`config.mk`:
```
export PLATFORM = sky130hd
export DESIGN_NAME = serial_link_rx_fifo
export DESIGN_NICKNAME = d
export VERILOG_FILES = /design/src/rtl/serial_link_rx_fifo_pkg.sv /design/src/rtl/serial_link_rx_fifo_mem.sv /design/src/rtl/serial_link_rx_fifo.sv
export SDC_FILE = /design/constraint.sdc
export NUM_CORES = 1
export LEC_CHECK = 0
export CAP_MARGIN = 0
export CORE_MARGIN = 8
export CORE_UTILIZATION = 39
export DETAILED_ROUTE_END_ITERATION = 8
export PLACE_DENSITY = 0.61
export SLEW_MARGIN = 20
export SYNTH_ARGS = -nofsm -noshare
export SYNTH_HDL_FRONTEND = slang
export SYNTH_HIERARCHICAL = 1
export SYNTH_SLANG_ARGS = --single-unit
```
`constraint.sdc`:
```
create_clock -name clk_i -period 9.6 [get_ports clk_i]
set_input_delay 0.96 -clock clk_i [delete_from_list [all_inputs] [get_ports clk_i]]
set_output_delay 0.96 -clock clk_i [all_outputs]
set_load 0.01 [all_outputs]
```
`src/rtl/serial_link_rx_fifo_pkg.sv`:
```
// Shared types, register map and FSM states for serial_link_rx_fifo.
// Default AXI/OBI structs use 4-bit IDs and 32-bit data.
package serial_link_rx_fifo_pkg;

  localparam int unsigned AxiIdW   = 4;
  localparam int unsigned AxiAddrW = 32;
  localparam int unsigned AxiDataW = 32;

  localparam logic [3:0] DATA_OFFSET   = 4'h0;
  localparam logic [3:0] STATUS_OFFSET = 4'h4;
  localparam logic [3:0] THRESH_OFFSET = 4'h8;
  localparam logic [3:0] CTRL_OFFSET   = 4'hC;

  localparam int unsigned STAT_EMPTY   = 0;
  localparam int unsigned STAT_FULL    = 1;
  localparam int unsigned STAT_OVF     = 2;
  localparam int unsigned STAT_UDF     = 3;
  localparam int unsigned STAT_CNT_LSB = 8;

  localparam int unsigned CTRL_FLUSH = 0;
  localparam int unsigned CTRL_CLR   = 1;

  localparam logic [1:0] RESP_OKAY   = 2'b00;
  localparam logic [1:0] RESP_SLVERR = 2'b10;

  typedef enum logic [1:0] {
    W_IDLE,
    W_DATA,
    W_RESP
  } wr_state_e;

  typedef enum logic {
    R_IDLE,
    R_BURST
  } rd_state_e;

  typedef struct packed {
    logic [AxiIdW-1:0]   id;
    logic [AxiAddrW-1:0] addr;
    logic [7:0]          len;
    logic [2:0]          size;
    logic [1:0]          burst;
  } sl_axi_ax_t;

  typedef struct packed {
    logic [AxiDataW-1:0]   data;
    logic [AxiDataW/8-1:0] strb;
    logic                  last;
  } sl_axi_w_t;

  typedef struct packed {
    logic [AxiIdW-1:0] id;
    logic [1:0]        resp;
  } sl_axi_b_t;

  typedef struct packed {
    logic [AxiIdW-1:0]   id;
    logic [AxiDataW-1:0] data;
    logic [1:0]          resp;
    logic                last;
  } sl_axi_r_t;

  typedef struct packed {
    sl_axi_ax_t aw;
    logic       aw_valid;
    sl_axi_w_t  w;
    logic       w_valid;
    logic       b_ready;
    sl_axi_ax_t ar;
    logic       ar_valid;
    logic       r_ready;
  } sl_axi_req_t;

  typedef struct packed {
    logic      aw_ready;
    logic      ar_ready;
    logic      w_ready;
    logic      b_valid;
    sl_axi_b_t b;
    logic      r_valid;
    sl_axi_r_t r;
  } sl_axi_rsp_t;

  typedef struct packed {
    logic        req;
    logic [31:0] addr;
    logic        we;
    logic [3:0]  be;
    logic [31:0] wdata;
  } sl_obi_req_t;

  typedef struct packed {
    logic        gnt;
    logic        rvalid;
    logic [31:0] rdata;
  } sl_obi_rsp_t;

endpackage

```
`src/rtl/serial_link_rx_fifo_mem.sv`:
```
// Synchronous FIFO storage for serial_link_rx_fifo.
// Flush has priority over push and pop; pointers wrap modulo depth.
module sl_rx_fifo_mem
  import serial_link_rx_fifo_pkg::*;
#(
  parameter int unsigned DataWidth = 32,
  parameter int unsigned FifoDepth = 8
) (
  input  logic                 clk_i,
  input  logic                 rst_i,
  input  logic                 i_push,
  input  logic                 i_pop,
  input  logic                 i_flush,
  input  logic [DataWidth-1:0] i_wdata,
  output logic [DataWidth-1:0] o_rdata,
  output logic [7:0]           o_count,
  output logic                 o_empty,
  output logic                 o_full
);

  localparam int unsigned PtrW = $clog2(FifoDepth);
  localparam logic [PtrW-1:0] LastPtr = PtrW'(FifoDepth - 1);

  logic [DataWidth-1:0] r_mem [FifoDepth];
  logic [PtrW-1:0]      r_wptr;
  logic [PtrW-1:0]      r_rptr;
  logic [7:0]           r_count;
  logic                 w_push;
  logic                 w_pop;

  function automatic logic [PtrW-1:0] f_inc(
    input logic [PtrW-1:0] p
  );
    return (p == LastPtr) ? '0 : p + 1'b1;
  endfunction

  assign o_count = r_count;
  assign o_empty = (r_count == 8'd0);
  assign o_full  = (r_count == 8'(FifoDepth));
  assign o_rdata = r_mem[r_rptr];

  assign w_push = i_push & ~o_full & ~i_flush;
  assign w_pop  = i_pop & ~o_empty & ~i_flush;

  always_ff @(posedge clk_i) begin
    if (w_push) r_mem[r_wptr] <= i_wdata;
  end

  always_ff @(posedge clk_i or posedge rst_i) begin
    if (rst_i) begin
      r_wptr  <= '0;
      r_rptr  <= '0;
      r_count <= '0;
    end else if (i_flush) begin
      r_wptr  <= '0;
      r_rptr  <= '0;
      r_count <= '0;
    end else begin
      if (w_push) r_wptr <= f_inc(r_wptr);
      if (w_pop) r_rptr <= f_inc(r_rptr);
      case ({w_push, w_pop})
        2'b10:   r_count <= r_count + 8'd1;
        2'b01:   r_count <= r_count - 8'd1;
        default: r_count <= r_count;
      endcase
    end
  end

endmodule

```
`src/rtl/serial_link_rx_fifo.sv`:
```
// AXI4 write sink buffering W beats for CPU readout over OBI.
// Define SL_RX_FIFO_DROP_EN to drop beats when full instead of stalling W.
module serial_link_rx_fifo
  import serial_link_rx_fifo_pkg::*;
#(
  parameter int unsigned DataWidth = 32,
  parameter int unsigned FifoDepth = 8,
  parameter type axi_req_t  = sl_axi_req_t,
  parameter type axi_rsp_t  = sl_axi_rsp_t,
  parameter type obi_req_t  = sl_obi_req_t,
  parameter type obi_resp_t = sl_obi_rsp_t
) (
  input  logic      clk_i,
  input  logic      rst_i,
  input  axi_req_t  axi_req_i,
  output axi_rsp_t  axi_rsp_o,
  input  obi_req_t  obi_req_i,
  output obi_resp_t obi_rsp_o,
  output logic      fifo_empty_o,
  output logic      fifo_full_o,
  output logic      level_irq_o
);

  wr_state_e            r_wstate;
  rd_state_e            r_rstate;
  axi_req_t             r_aw;
  axi_req_t             r_ar;
  logic                 r_wdrop;
  logic [7:0]           r_rcnt;
  logic [7:0]           r_thresh;
  logic                 r_ovf;
  logic                 r_udf;
  logic                 r_irq;
  logic                 r_rvalid;
  logic [DataWidth-1:0] r_rdata;

  logic                 w_empty;
  logic                 w_full;
  logic [7:0]           w_count;
  logic [DataWidth-1:0] w_head;
  logic                 w_wready;
  logic                 w_whs;
  logic                 w_push;
  logic                 w_drop;
  logic                 w_rlast;
  logic                 w_gnt;
  logic                 w_rd;
  logic                 w_wr;
  logic [3:0]           w_addr;
  logic                 w_pop;
  logic                 w_flush;
  logic                 w_clr;
  logic                 w_udf_set;
  logic                 w_thr_we;
  logic [DataWidth-1:0] w_rdata_nxt;
  logic [DataWidth-1:0] w_status;
  logic                 w_unused;

  sl_rx_fifo_mem #(
    .DataWidth(DataWidth),
    .FifoDepth(FifoDepth)
  ) u_mem (
    .clk_i  (clk_i),
    .rst_i  (rst_i),
    .i_push (w_push),
    .i_pop  (w_pop),
    .i_flush(w_flush),
    .i_wdata(axi_req_i.w.data),
    .o_rdata(w_head),
    .o_count(w_count),
    .o_empty(w_empty),
    .o_full (w_full)
  );

  assign w_whs = (r_wstate == W_DATA)
               & axi_req_i.w_valid & w_wready;

`ifdef SL_RX_FIFO_DROP_EN
  assign w_wready = (r_wstate == W_DATA);
  assign w_drop   = w_whs & w_full & ~w_flush;
`else
  assign w_wready = (r_wstate == W_DATA) & ~w_full;
  assign w_drop   = 1'b0;
`endif

  assign w_push  = w_whs & ~w_full;
  assign w_rlast = (r_rcnt == r_ar.ar.len);

  always_ff @(posedge clk_i or posedge rst_i) begin
    if (rst_i) begin
      r_wstate <= W_IDLE;
      r_aw     <= '0;
      r_wdrop  <= 1'b0;
    end else begin
      unique case (r_wstate)
        W_IDLE: if (axi_req_i.aw_valid) begin
          r_aw     <= axi_req_i;
          r_wdrop  <= 1'b0;
          r_wstate <= W_DATA;
        end
        W_DATA: if (w_whs) begin
          if (w_drop) r_wdrop <= 1'b1;
          if (axi_req_i.w.last) r_wstate <= W_RESP;
        end
        W_RESP: if (axi_req_i.b_ready) r_wstate <= W_IDLE;
        default: r_wstate <= W_IDLE;
      endcase
    end
  end

  always_ff @(posedge clk_i or posedge rst_i) begin
    if (rst_i) begin
      r_rstate <= R_IDLE;
      r_ar     <= '0;
      r_rcnt   <= '0;
    end else begin
      unique case (r_rstate)
        R_IDLE: if (axi_req_i.ar_valid) begin
          r_ar     <= axi_req_i;
          r_rcnt   <= '0;
          r_rstate <= R_BURST;
        end
        R_BURST: if (axi_req_i.r_ready) begin
          if (w_rlast) r_rstate <= R_IDLE;
          else r_rcnt <= r_rcnt + 8'd1;
        end
        default: r_rstate <= R_IDLE;
      endcase
    end
  end

  always_comb begin
    axi_rsp_o          = '0;
    axi_rsp_o.aw_ready = (r_wstate == W_IDLE);
    axi_rsp_o.w_ready  = w_wready;
    axi_rsp_o.b_valid  = (r_wstate == W_RESP);
    axi_rsp_o.b.id     = r_aw.aw.id;
    axi_rsp_o.b.resp   = r_wdrop ? RESP_SLVERR
                                 : RESP_OKAY;
    axi_rsp_o.ar_ready = (r_rstate == R_IDLE);
    axi_rsp_o.r_valid  = (r_rstate == R_BURST);
    axi_rsp_o.r.id     = r_ar.ar.id;
    axi_rsp_o.r.resp   = RESP_SLVERR;
    axi_rsp_o.r.last   = w_rlast;
  end

  assign w_gnt  = obi_req_i.req & ~rst_i;
  assign w_rd   = w_gnt & ~obi_req_i.we;
  assign w_wr   = w_gnt & obi_req_i.we;
  assign w_addr = obi_req_i.addr[3:0];

  always_comb begin
    w_status                        = '0;
    w_status[STAT_EMPTY]            = w_empty;
    w_status[STAT_FULL]             = w_full;
    w_status[STAT_OVF]              = r_ovf;
    w_status[STAT_UDF]              = r_udf;
    w_status[STAT_CNT_LSB +: 8]     = w_count;
  end

  always_comb begin
    w_pop       = 1'b0;
    w_flush     = 1'b0;
    w_clr       = 1'b0;
    w_udf_set   = 1'b0;
    w_thr_we    = 1'b0;
    w_rdata_nxt = '0;
    if (w_rd) begin
      unique case (1'b1)
        (w_addr == DATA_OFFSET): begin
          if (w_empty) begin
            w_udf_set = 1'b1;
          end else begin
            w_pop       = 1'b1;
            w_rdata_nxt = w_head;
          end
        end
        (w_addr == STATUS_OFFSET):
          w_rdata_nxt = w_status;
        (w_addr == THRESH_OFFSET):
          w_rdata_nxt = DataWidth'(r_thresh);
        default: w_rdata_nxt = '0;
      endcase
    end
    if (w_wr) begin
      unique case (1'b1)
        (w_addr == THRESH_OFFSET):
          w_thr_we = obi_req_i.be[0];
        (w_addr == CTRL_OFFSET): begin
          w_flush = obi_req_i.be[0]
                  & obi_req_i.wdata[CTRL_FLUSH];
          w_clr   = obi_req_i.be[0]
                  & obi_req_i.wdata[CTRL_CLR];
        end
        default: w_thr_we = 1'b0;
      endcase
    end
  end

  // Set wins over clear so a concurrent event is never lost.
  always_ff @(posedge clk_i or posedge rst_i) begin
    if (rst_i) begin
      r_rvalid <= 1'b0;
      r_rdata  <= '0;
      r_thresh <= '0;
      r_ovf    <= 1'b0;
      r_udf    <= 1'b0;
      r_irq    <= 1'b0;
    end else begin
      r_rvalid <= w_gnt;
      if (w_gnt) r_rdata <= w_rdata_nxt;
      if (w_thr_we) r_thresh <= obi_req_i.wdata[7:0];
      r_ovf <= (r_ovf & ~w_clr) | w_drop;
      r_udf <= (r_udf & ~w_clr) | w_udf_set;
      r_irq <= (w_count >= r_thresh)
             & (r_thresh != 8'd0);
    end
  end

  always_comb begin
    obi_rsp_o        = '0;
    obi_rsp_o.gnt    = w_gnt;
    obi_rsp_o.rvalid = r_rvalid;
    obi_rsp_o.rdata  = r_rdata;
  end

  assign fifo_empty_o = w_empty;
  assign fifo_full_o  = w_full;
  assign level_irq_o  = r_irq;

  assign w_unused = ^{axi_req_i, obi_req_i, r_aw, r_ar};

endmodule

```
==> impl_metrics.py, run 1 <==
metrics = {
    "worst_setup_path": {
        "cp_slowest_cell": "nand2_2",
        "crit_type": "input port to flip-flop",
        "path_cells": "clkdlybuf4s50_1 -> clkinv_2 -> nand2_2 -> clkinv_2 -> nand4_1 -> nor2_1 -> and2_1 -> nand2b_1 -> nor3_1 -> ha_1 -> a211oi_1 -> o211ai_1 -> a2111o_1 -> a21oi_2 -> mux2_4",
        "critical-path-top-delay-family": "simple AND/OR/NAND/NOR gates",
        "crit_path_end_kind": "flip-flop",
        "cp_data_required_time_ns": 10.01,
        "cp_common_cell": "clkinv_2",
        "path_buf_inv": 3,
        "crit_path_start_kind": "input port",
        "worstPathMaxFanout": 33,
        "crit_arrival_ns": 6.67,
        "max_stage_delay_ns": 0.90,
    },
    "detailed_routing": {
        "wl_met2_um": 14500,
        "wire_per_inst_um": 21.5,
        "antenna_left": 0,
        "wl_met3_um": 1810,
        "wl_met1_um": 15000,
        "drt-pass1-iter-count": 7,
        "drtIter0Drc": 572,
        "topRoutingLayerUsed": "met5",
        "vias_per_cell": 5.21,
        "wirelength_um": 31800,
        "drc_errors": 0,
        "vias": 7703,
    },
    "synth": {
        "avgSynthCellArea_um2": 16.8,
        "synthDistinctLibCells": 69,
        "async_reset_ff_frac": 0.249,
        "synth-seq-area-share": 0.686,
        "ys.flop_type": "edfxtp_1",
        "ys_ff_latch": 341,
        "syn_inst": 851,
        "synth_top_cell_by_area": "edfxtp_1",
        "synth_edf_count": 256,
        "synth.area.top_cells": "edfxtp_1, dfrtp_1, mux4_2, mux2_2, buf_4",
        "yosysTopAreaCellShare": 0.537,
        "yosys_warnings": 6,
        "synth.cell_area_um2": 14300,
    },
    "clocking": {
        "clk_pin_slew_ns": 0.06,
        "cts_hold_buf": 0,
        "cts_tree": "built",
        "cts_resized": 0,
        "root_buffer": "clkbuf_16",
        "cts.sinks": 341,
        "clk_latency_ns": 0.53,
        "max-clock-path-buffers": 3,
        "cts_max_level": 2,
        "cts_buffers": 37,
        "post_cts_buffers": 0,
    },
    "cells_and_area": {
        "syn2layout_area_growth_pct": 19.1,
        "final_common_cell": "edfxtp_1",
        "mostFrequentLayoutCells": "edfxtp_1, clkdlybuf4s50_1, nand2_1, dfrtp_1, mux4_2",
        "final_layout_size_suffix_gt1_frac": 0.193,
        "nets": 1213,
    },
    "timing": {
        "finClkSkew_ns": 0.0164,
        "setup_violations": 0,
        "fin_tns_setup_ns": 0,
        "fin_ws_ns": 3.35,
        "rsz0062_at_grt": "no",
        "relSlewSlack": 0.354,
        "hold_viol_final": 0,
        "period_share": 0.652,
        "fmax_ghz": 0.160,
        "slew_violations": 0,
        "tightest_slew_ns": 0.965,
        "period_needed_ns": 6.25,
    },
    "die": {
        "io_pins": 299,
        "die_h_um": 208,
        "dieArea_um2": 43100,
        "initial_utilization": 0.394,
        "die_w_um": 208,
        "core_um2": 36300,
        "num_rows": 70,
    },
    "global_route": {
        "grt_use_total": 0.147,
        "grt_first_pass_wirelength_um": 49200,
        "grt_pass1_vias": 8024,
        "grt_max_degree": 63,
        "antenna_found_initial": 4,
        "grt.overflow.total": 0,
    },
    "worst_hold_path": {
        "hp-class": "flip-flop to flip-flop",
    },
    "place": {
        "gp_congestion": 0.777,
        "post-dp-hpwl_um": 19200,
        "pre_cts_ws_ns": 2.65,
        "io_buffers": 121,
    },
    "pwr": {
        "peakVddDrop_mv": 0.165,
        "power_mw": 4.03,
        "p_leak_nw": 6.08,
        "powerDensity_nw_per_um2": 236,
    },
    "run_status": {
        "run_status": "finished clean",
    },
    "run": {
        "cap_violations": 0,
    },
}
## worst reg2reg max path: stages, from the launching register on
cell and delay (ns):
dfrtp_1 0.47, or4_1 0.66, nor3_1 0.65, nor3b_1 0.15, and2_1 0.34, o21a_1 0.22, nor3_1 0.72, ha_1 0.39
a211oi_1 0.30, o211ai_1 0.18, a2111o_1 0.45, a21oi_2 0.16, mux2_4 0.31
## final timing paths
kind / start / end / slack, ns / depth (start not counted)
max in group asynchronous: rst_i / r_ar[10] / 7.70 / 3
min reg2reg: r_wstate[1] / r_wstate[0] / 0.48 / 1
max: rst_i / u_mem/o_count[7] / 3.35 / 15
max reg2reg: u_mem/o_count[5] / u_mem/o_count[7] / 4.50 / 12
min in group asynchronous: rst_i / r_rdata[15] / 0.81 / 2
min: r_wstate[1] / r_wstate[0] / 0.48 / 1
## state kept, by name (all words and copies together), names as in the netlist
signal	cells
axi_rsp_o	8
u_mem/r_mem	256
r_wstate	2
u_mem/r_wptr	3
r_thresh	8
r_rdata	32
level_irq_o	1
r_rvalid	1
r_rcnt	8
u_mem/o_count	8
r_ovf	1
u_mem/r_rptr	3
r_ar	8
r_rstate	1
r_udf	1
## power by group
group	leakage, nW	switching, mW	internal (mW)	total, mW
logic	2.12	0.402	0.380	0.782
clock network	0.553	0.567	0.781	1.35
registers	3.40	0.125	1.77	1.90
total	6.08	1.09	2.93	4.03
## Yosys cell counts, drive strengths merged (6+ instances only)
| master | n |
|---|---|
| edfxtp | 256 |
| dfrtp | 85 |
| nand2 | 84 |
| buf | 66 |
| mux4 | 64 |
| mux2 | 38 |
| inv | 27 |
| nor2 | 24 |
| o21ai | 21 |
| a21oi | 19 |
| a22o | 19 |
| ha | 19 |
| clkbuf | 13 |
| a222oi | 12 |
| xnor2 | 11 |
| nand2b | 9 |
| nor3 | 7 |
| nand3 | 6 |
## layout make-up
class | instances | area, um^2
Antenna cell | 1 | 2.50
Clock buffer | 54 | 1030
Clock inverter | 14 | 128
Fill cell | 3117 | 19300
Inverter | 30 | 116
Multi-Input combinational cell | 435 | 4050
Sequential cell | 341 | 9820
Tap cell | 468 | 586
Timing Repair Buffer | 136 | 1320
## cells by family after synthesis
kind of cell               synth area share
AOI/OAI and AO/OA                    0.0526
xor gates and xnor gates            0.00857
adders and majority gates            0.0180
buffers and inverters                0.0443
DFF                                   0.686
muxes                                 0.134
other                              0.000525
and+or+nand+nor                      0.0559
## through the flow
stage	cells	utilization	hold slack, ns	cell area, um^2
after global placement	1410	0.437	0.463	15900
after global routing	1478	0.469	0.500	17100
after floorplan	885	-	0.446	14400
final	1479	0.469	0.478	17100
after CTS	1478	0.469	0.480	17100
after detailed placement	1410	0.437	0.469	15900
## layer usage
layer | GRT usage | vias to the layer above
met1 | 0.204 | 3974
li1 | - | 3480
met3 | 0.0391 | 36
met5 | 0 | -
met4 | 0.0335 | 6
met2 | 0.229 | 207
Power figures use the tool's default switching activity.
==> run 2: changes to the inputs <==
Clock period 9.6 ns to 6.5 ns, I/O delays scaled along.
==> impl_metrics.py, run 2 (synthesis results as in run 1) <==
metrics = {
    "global_route": {
        "grt_first_pass_wirelength_um": 49200,
        "grt_pass1_vias": 8043,
        "grt_use_total": 0.146,
        "grt.overflow.total": 0,
        "grt_max_degree": 53,
        "antenna_found_initial": 1,
    },
    "cells_and_area": {
        "nets": 1215,
        "syn2layout_area_growth_pct": 19.3,
        "fin_util": 0.470,
        "mostFrequentLayoutCells": "edfxtp_1, clkdlybuf4s50_1, nand2_1, dfrtp_1, mux4_2",
        "largest_reg_flops": 256,
        "fin_cells": 1480,
        "fill_cells": 3075,
        "top_regs": "u_mem/r_mem x256, r_rdata x32",
        "final_common_cell": "edfxtp_1",
        "final_layout_size_suffix_gt1_frac": 0.195,
        "regMostFlops": "u_mem/r_mem",
    },
    "pwr": {
        "power_mw": 5.95,
        "intPower_mw": 4.35,
        "p_leak_nw": 6.10,
        "p_seq_frac": 0.469,
        "power.share.combinational": 0.195,
        "pwr-share-clk": 0.336,
        "swShare": 0.269,
        "p_switching_mw": 1.60,
        "peakVddDrop_mv": 0.239,
        "powerDensity_nw_per_um2": 349,
    },
    "timing": {
        "setup_violations": 0,
        "relSlewSlack": 0.420,
        "hold_slack_ns": 0.475,
        "period_needed_ns": 4.85,
        "rsz0062_at_grt": "no",
        "period_share": 0.746,
        "fmax_ghz": 0.206,
        "finClkSkew_ns": 0.0169,
        "tightest_slew_ns": 0.863,
        "hold_viol_final": 0,
        "fin_tns_setup_ns": 0,
        "slew_violations": 0,
    },
    "clocking": {
        "cts_buffers": 37,
        "cts_hold_buf": 0,
        "cts_tree": "built",
        "cts_resized": 0,
        "cts_max_level": 2,
        "cts.sinks": 341,
        "root_buffer": "clkbuf_16",
        "clk_latency_ns": 0.53,
        "max-clock-path-buffers": 3,
        "clk_pin_slew_ns": 0.06,
        "post_cts_buffers": 0,
    },
    "die": {
        "num_rows": 70,
        "die_w_um": 208,
        "core_um2": 36300,
        "dieArea_um2": 43100,
        "initial_utilization": 0.394,
        "die_h_um": 208,
        "io_pins": 299,
    },
    "detailed_routing": {
        "wirelength_um": 31400,
        "drc_errors": 0,
        "drtIter0Drc": 530,
        "vias_per_cell": 5.21,
        "antenna_left": 0,
        "vias": 7709,
        "wire_per_inst_um": 21.2,
        "drt-pass1-iter-count": 6,
    },
    "worst_hold_path": {
        "hp-class": "flip-flop to flip-flop",
    },
    "place": {
        "place_inst": 1412,
        "gp_congestion": 0.787,
        "post-dp-hpwl_um": 19400,
        "io_buffers": 121,
    },
    "worst_setup_path": {
        "crit_path_end_kind": "flip-flop",
        "crit_type": "flip-flop to flip-flop",
        "cp_data_required_time_ns": 6.91,
        "crit_arrival_ns": 5.26,
        "reg2reg_slack_ns": 1.65,
        "worstPathMaxFanout": 7,
        "crit_path_start_kind": "flip-flop",
    },
    "run": {
        "cap_violations": 0,
    },
    "run_status": {
        "run_status": "finished clean",
    },
}
==> run 2: cell types whose count changed in the layout (fill, tap and decap cells not counted) <==
cell,previous run,this run
clkinvlp_4,3,1
clkinv_2,6,7
clkinv_1,5,3
inv_6,1,0
clkbuf_1,14,15
buf_4,15,16
clkbuf_8,2,4
buf_6,0,1
==> run 2: cell type report <==
class	count	area [um^2]	share of cell area
antenna	1	2.50	0.000147
clock buffer	57	1060	0.0622
clock inverter	10	101	0.00593
inverter	30	116	0.00681
multi-input combinational	435	4050	0.237
sequential	341	9820	0.575
tap	468	586	0.0343
timing repair buffer	138	1340	0.0786
==> run 2: metal layers <==
layer	share of wire	vias up	GRT usage	wire length, um
li1	-	3474	-	-
met1	0.47	3948	0.208	14700
met2	0.45	245	0.223	14200
met3	0.065	40	0.0355	2030
met4	0.014	2	0.0357	453
met5	0.00041	-	0	13
==> run 2: final timing paths <==
path	cells after the start	to	from
worst max-delay path	12	u_mem/o_count[7]	u_mem/o_count[5]
worst min-delay path	2	axi_rsp_o[37]	axi_rsp_o[37]
worst max register to register	12	u_mem/o_count[7]	u_mem/o_count[5]
worst min register to register	2	axi_rsp_o[37]	axi_rsp_o[37]
max in group asynchronous	3	axi_rsp_o[36]	rst_i
min in group asynchronous	2	r_rdata[21]	rst_i
==> run 2: through the flow <==
step	instance area, um^2	worst slack [ns]
floorplan	14400	1.43
global placement	15900	1.03
detailed placement	15900	1.07
CTS	17100	1.60
global route	17100	1.27
finish	17100	1.65
==> run 2: power groups by stage <==
stage | Clock, mW | Combinational (mW) | Sequential (mW)
after floorplan | 0 | 0.854 | 2.78
after global routing | 2.14 | 1.28 | 2.83
after detailed placement | 0 | 1.17 | 2.84
final | 2.00 | 1.16 | 2.79
after CTS | 2.06 | 1.18 | 2.79
after global placement | 0 | 1.16 | 2.83
==> run 2: critical path, stage by stage (launching register included) <==
cell and delay, ns:
dfrtp_1 0.47, or4_1 0.64, nor3_1 0.48, nor3b_1 0.13, and2_1 0.30, o21a_1 0.19
nor3_1 0.71, ha_1 0.38, a211oi_1 0.31, o211ai_1 0.19, a2111o_1 0.45, a21oi_2 0.18
mux2_4 0.31
==> run 3: changes to the inputs <==
Settings changed: PLACE_DENSITY 0.61 to 0.63.
Clock period 6.5 ns to 4 ns, I/O delays scaled along.
==> impl_metrics.py, run 3 (synthesis results as in run 1) <==
metrics = {
    "run_status": {
        "run_status": "finished clean",
    },
    "worst_hold_path": {
        "hold_depth": 3,
        "worstHoldStart": "axi_req_i[49]",
        "hp-class": "input port to flip-flop",
    },
    "timing": {
        "relSlewSlack": 0.414,
        "slew_violations": 0,
        "hold_slack_ns": 0.395,
        "period_needed_ns": 3.75,
        "fmax_ghz": 0.266,
        "rsz0062_at_grt": "no",
        "period_share": 0.938,
        "hold_viol_final": 0,
        "finClkSkew_ns": 0.0277,
        "setup_violations": 0,
        "fin_tns_setup_ns": 0,
        "tightest_slew_ns": 0.879,
    },
    "cells_and_area": {
        "multiInputGateArea_um2": 4070,
        "regArea_um2": 9820,
        "design_area_um2": 17600,
        "top_regs": "u_mem/r_mem x256, r_rdata x32",
        "diodes": 0,
        "fill_cells": 3049,
        "nets": 1250,
        "syn2layout_area_growth_pct": 23.0,
        "regMostFlops": "u_mem/r_mem",
        "largest_reg_flops": 256,
        "final_common_cell": "edfxtp_1",
        "mostFrequentLayoutCells": "edfxtp_1, clkdlybuf4s50_1, nand2_1, dfrtp_1, mux4_2",
        "final_layout_size_suffix_gt1_frac": 0.226,
    },
    "clocking": {
        "cts_hold_buf": 0,
        "cts_max_level": 2,
        "cts_tree": "built",
        "cts_buffers": 38,
        "clk_latency_ns": 0.55,
        "root_buffer": "clkbuf_16",
        "cts.sinks": 341,
        "max-clock-path-buffers": 3,
        "cts_resized": 0,
        "clk_pin_slew_ns": 0.06,
        "post_cts_buffers": 0,
    },
    "detailed_routing": {
        "vias": 7828,
        "vias_per_cell": 5.17,
        "wire_per_inst_um": 21.1,
        "drtIter0Drc": 447,
        "antenna_left": 0,
        "drc_errors": 0,
        "drt-pass1-iter-count": 5,
        "wirelength_um": 32000,
    },
    "worst_setup_path": {
        "reg2reg_slack_ns": 0.25,
        "crit_type": "flip-flop to flip-flop",
        "ff2ff_path_depth": 14,
        "crit_arrival_ns": 4.18,
        "endpoint": "u_mem/o_count[7]",
        "cp_data_required_time_ns": 4.42,
        "regToRegStartpoint": "u_mem/o_count[2]",
        "r2r-end": "u_mem/o_count[7]",
        "worstPathMaxFanout": 5,
        "crit_path_start_kind": "flip-flop",
        "critPathLaunch": "u_mem/o_count[2]",
        "crit_path_end_kind": "flip-flop",
    },
    "global_route": {
        "grt_first_pass_wirelength_um": 50100,
        "grt_pass1_vias": 8223,
        "antenna_found_initial": 4,
        "grt.overflow.total": 0,
        "grt_max_degree": 62,
        "grt_use_total": 0.150,
    },
    "place": {
        "gp_congestion": 0.826,
        "io_buffers": 121,
        "placed_area_um2": 16300,
        "post-dp-hpwl_um": 20300,
    },
    "die": {
        "die_h_um": 208,
        "initial_utilization": 0.394,
        "die_w_um": 208,
        "io_pins": 299,
        "num_rows": 70,
        "core_um2": 36300,
        "dieArea_um2": 43100,
    },
    "run": {
        "cap_violations": 0,
    },
    "pwr": {
        "peakVddDrop_mv": 0.540,
        "powerDensity_nw_per_um2": 580,
        "p_leak_nw": 6.37,
    },
}
[run 3: cell count changes in the layout (fill, tap and decap cells not counted), moves of 2 or more]
cell / change
bufinv_16: +6
nor3_1: -2
buf_4: +27
nor3_4: +2
clkinv_1: +4
buf_12: +7
clkbuf_1: -6
clkbuf_8: -4
clkinv_2: -2
[run 3: per-stage QoR]
step / util / setup slack [ns] / instances / power [mW]
floorplan: - / 0.0151 / 885 / 5.91
global placement: 0.448 / 0.0919 / 1445 / 6.60
detailed placement: 0.448 / 0.118 / 1446 / 6.66
CTS: 0.484 / 0.258 / 1514 / 10.3
global route: 0.484 / 0.106 / 1514 / 10.7
finish: 0.484 / 0.247 / 1514 / 10.2
[run 3: cell type report]
class	count	share of cell area
Sequential cell	341	0.558
Clock inverter	20	0.0168
Timing Repair Buffer	172	0.0967
Multi-Input combinational cell	435	0.231
Inverter	30	0.00668
Clock buffer	48	0.0574
Tap cell	468	0.0333
[run 3: where the power goes]
| group | internal [mW] | switching, mW | total, mW |
|---|---|---|---|
| clock network | 2.25 | 1.39 | 3.64 |
| logic | 1.02 | 1.03 | 2.05 |
| registers | 4.25 | 0.268 | 4.52 |
[run 3: layer usage]
layer / global-route usage / vias to the layer above / wire [um]
li1: - / 3560 / -
met2: 0.232 / 210 / 14700
met1: 0.200 / 3990 / 14300
met4: 0.0412 / 8 / 683
met3: 0.0497 / 60 / 2230
met5: 0 / - / 49
[run 3: worst min-delay path by stage]
stage                       endpoint
floorplan           u_mem/o_count[0]
global placement       axi_rsp_o[37]
detailed placement     axi_rsp_o[38]
CTS                         r_ar[12]
global route                r_ar[12]
finish                 axi_rsp_o[37]
[run 3: worst max-delay path, stage by stage (launching register included)]
cell and delay, ns:
dfrtp_1 0.37, or4_1 0.59, buf_4 0.19, or3_1 0.38
clkinv_2 0.11, nor4_4 0.05, nand2b_1 0.13, nor3_2 0.07
buf_4 0.16, ha_1 0.28, o211ai_1 0.21, o211ai_1 0.15
a2111o_1 0.44, a21oi_2 0.19, mux2_4 0.31
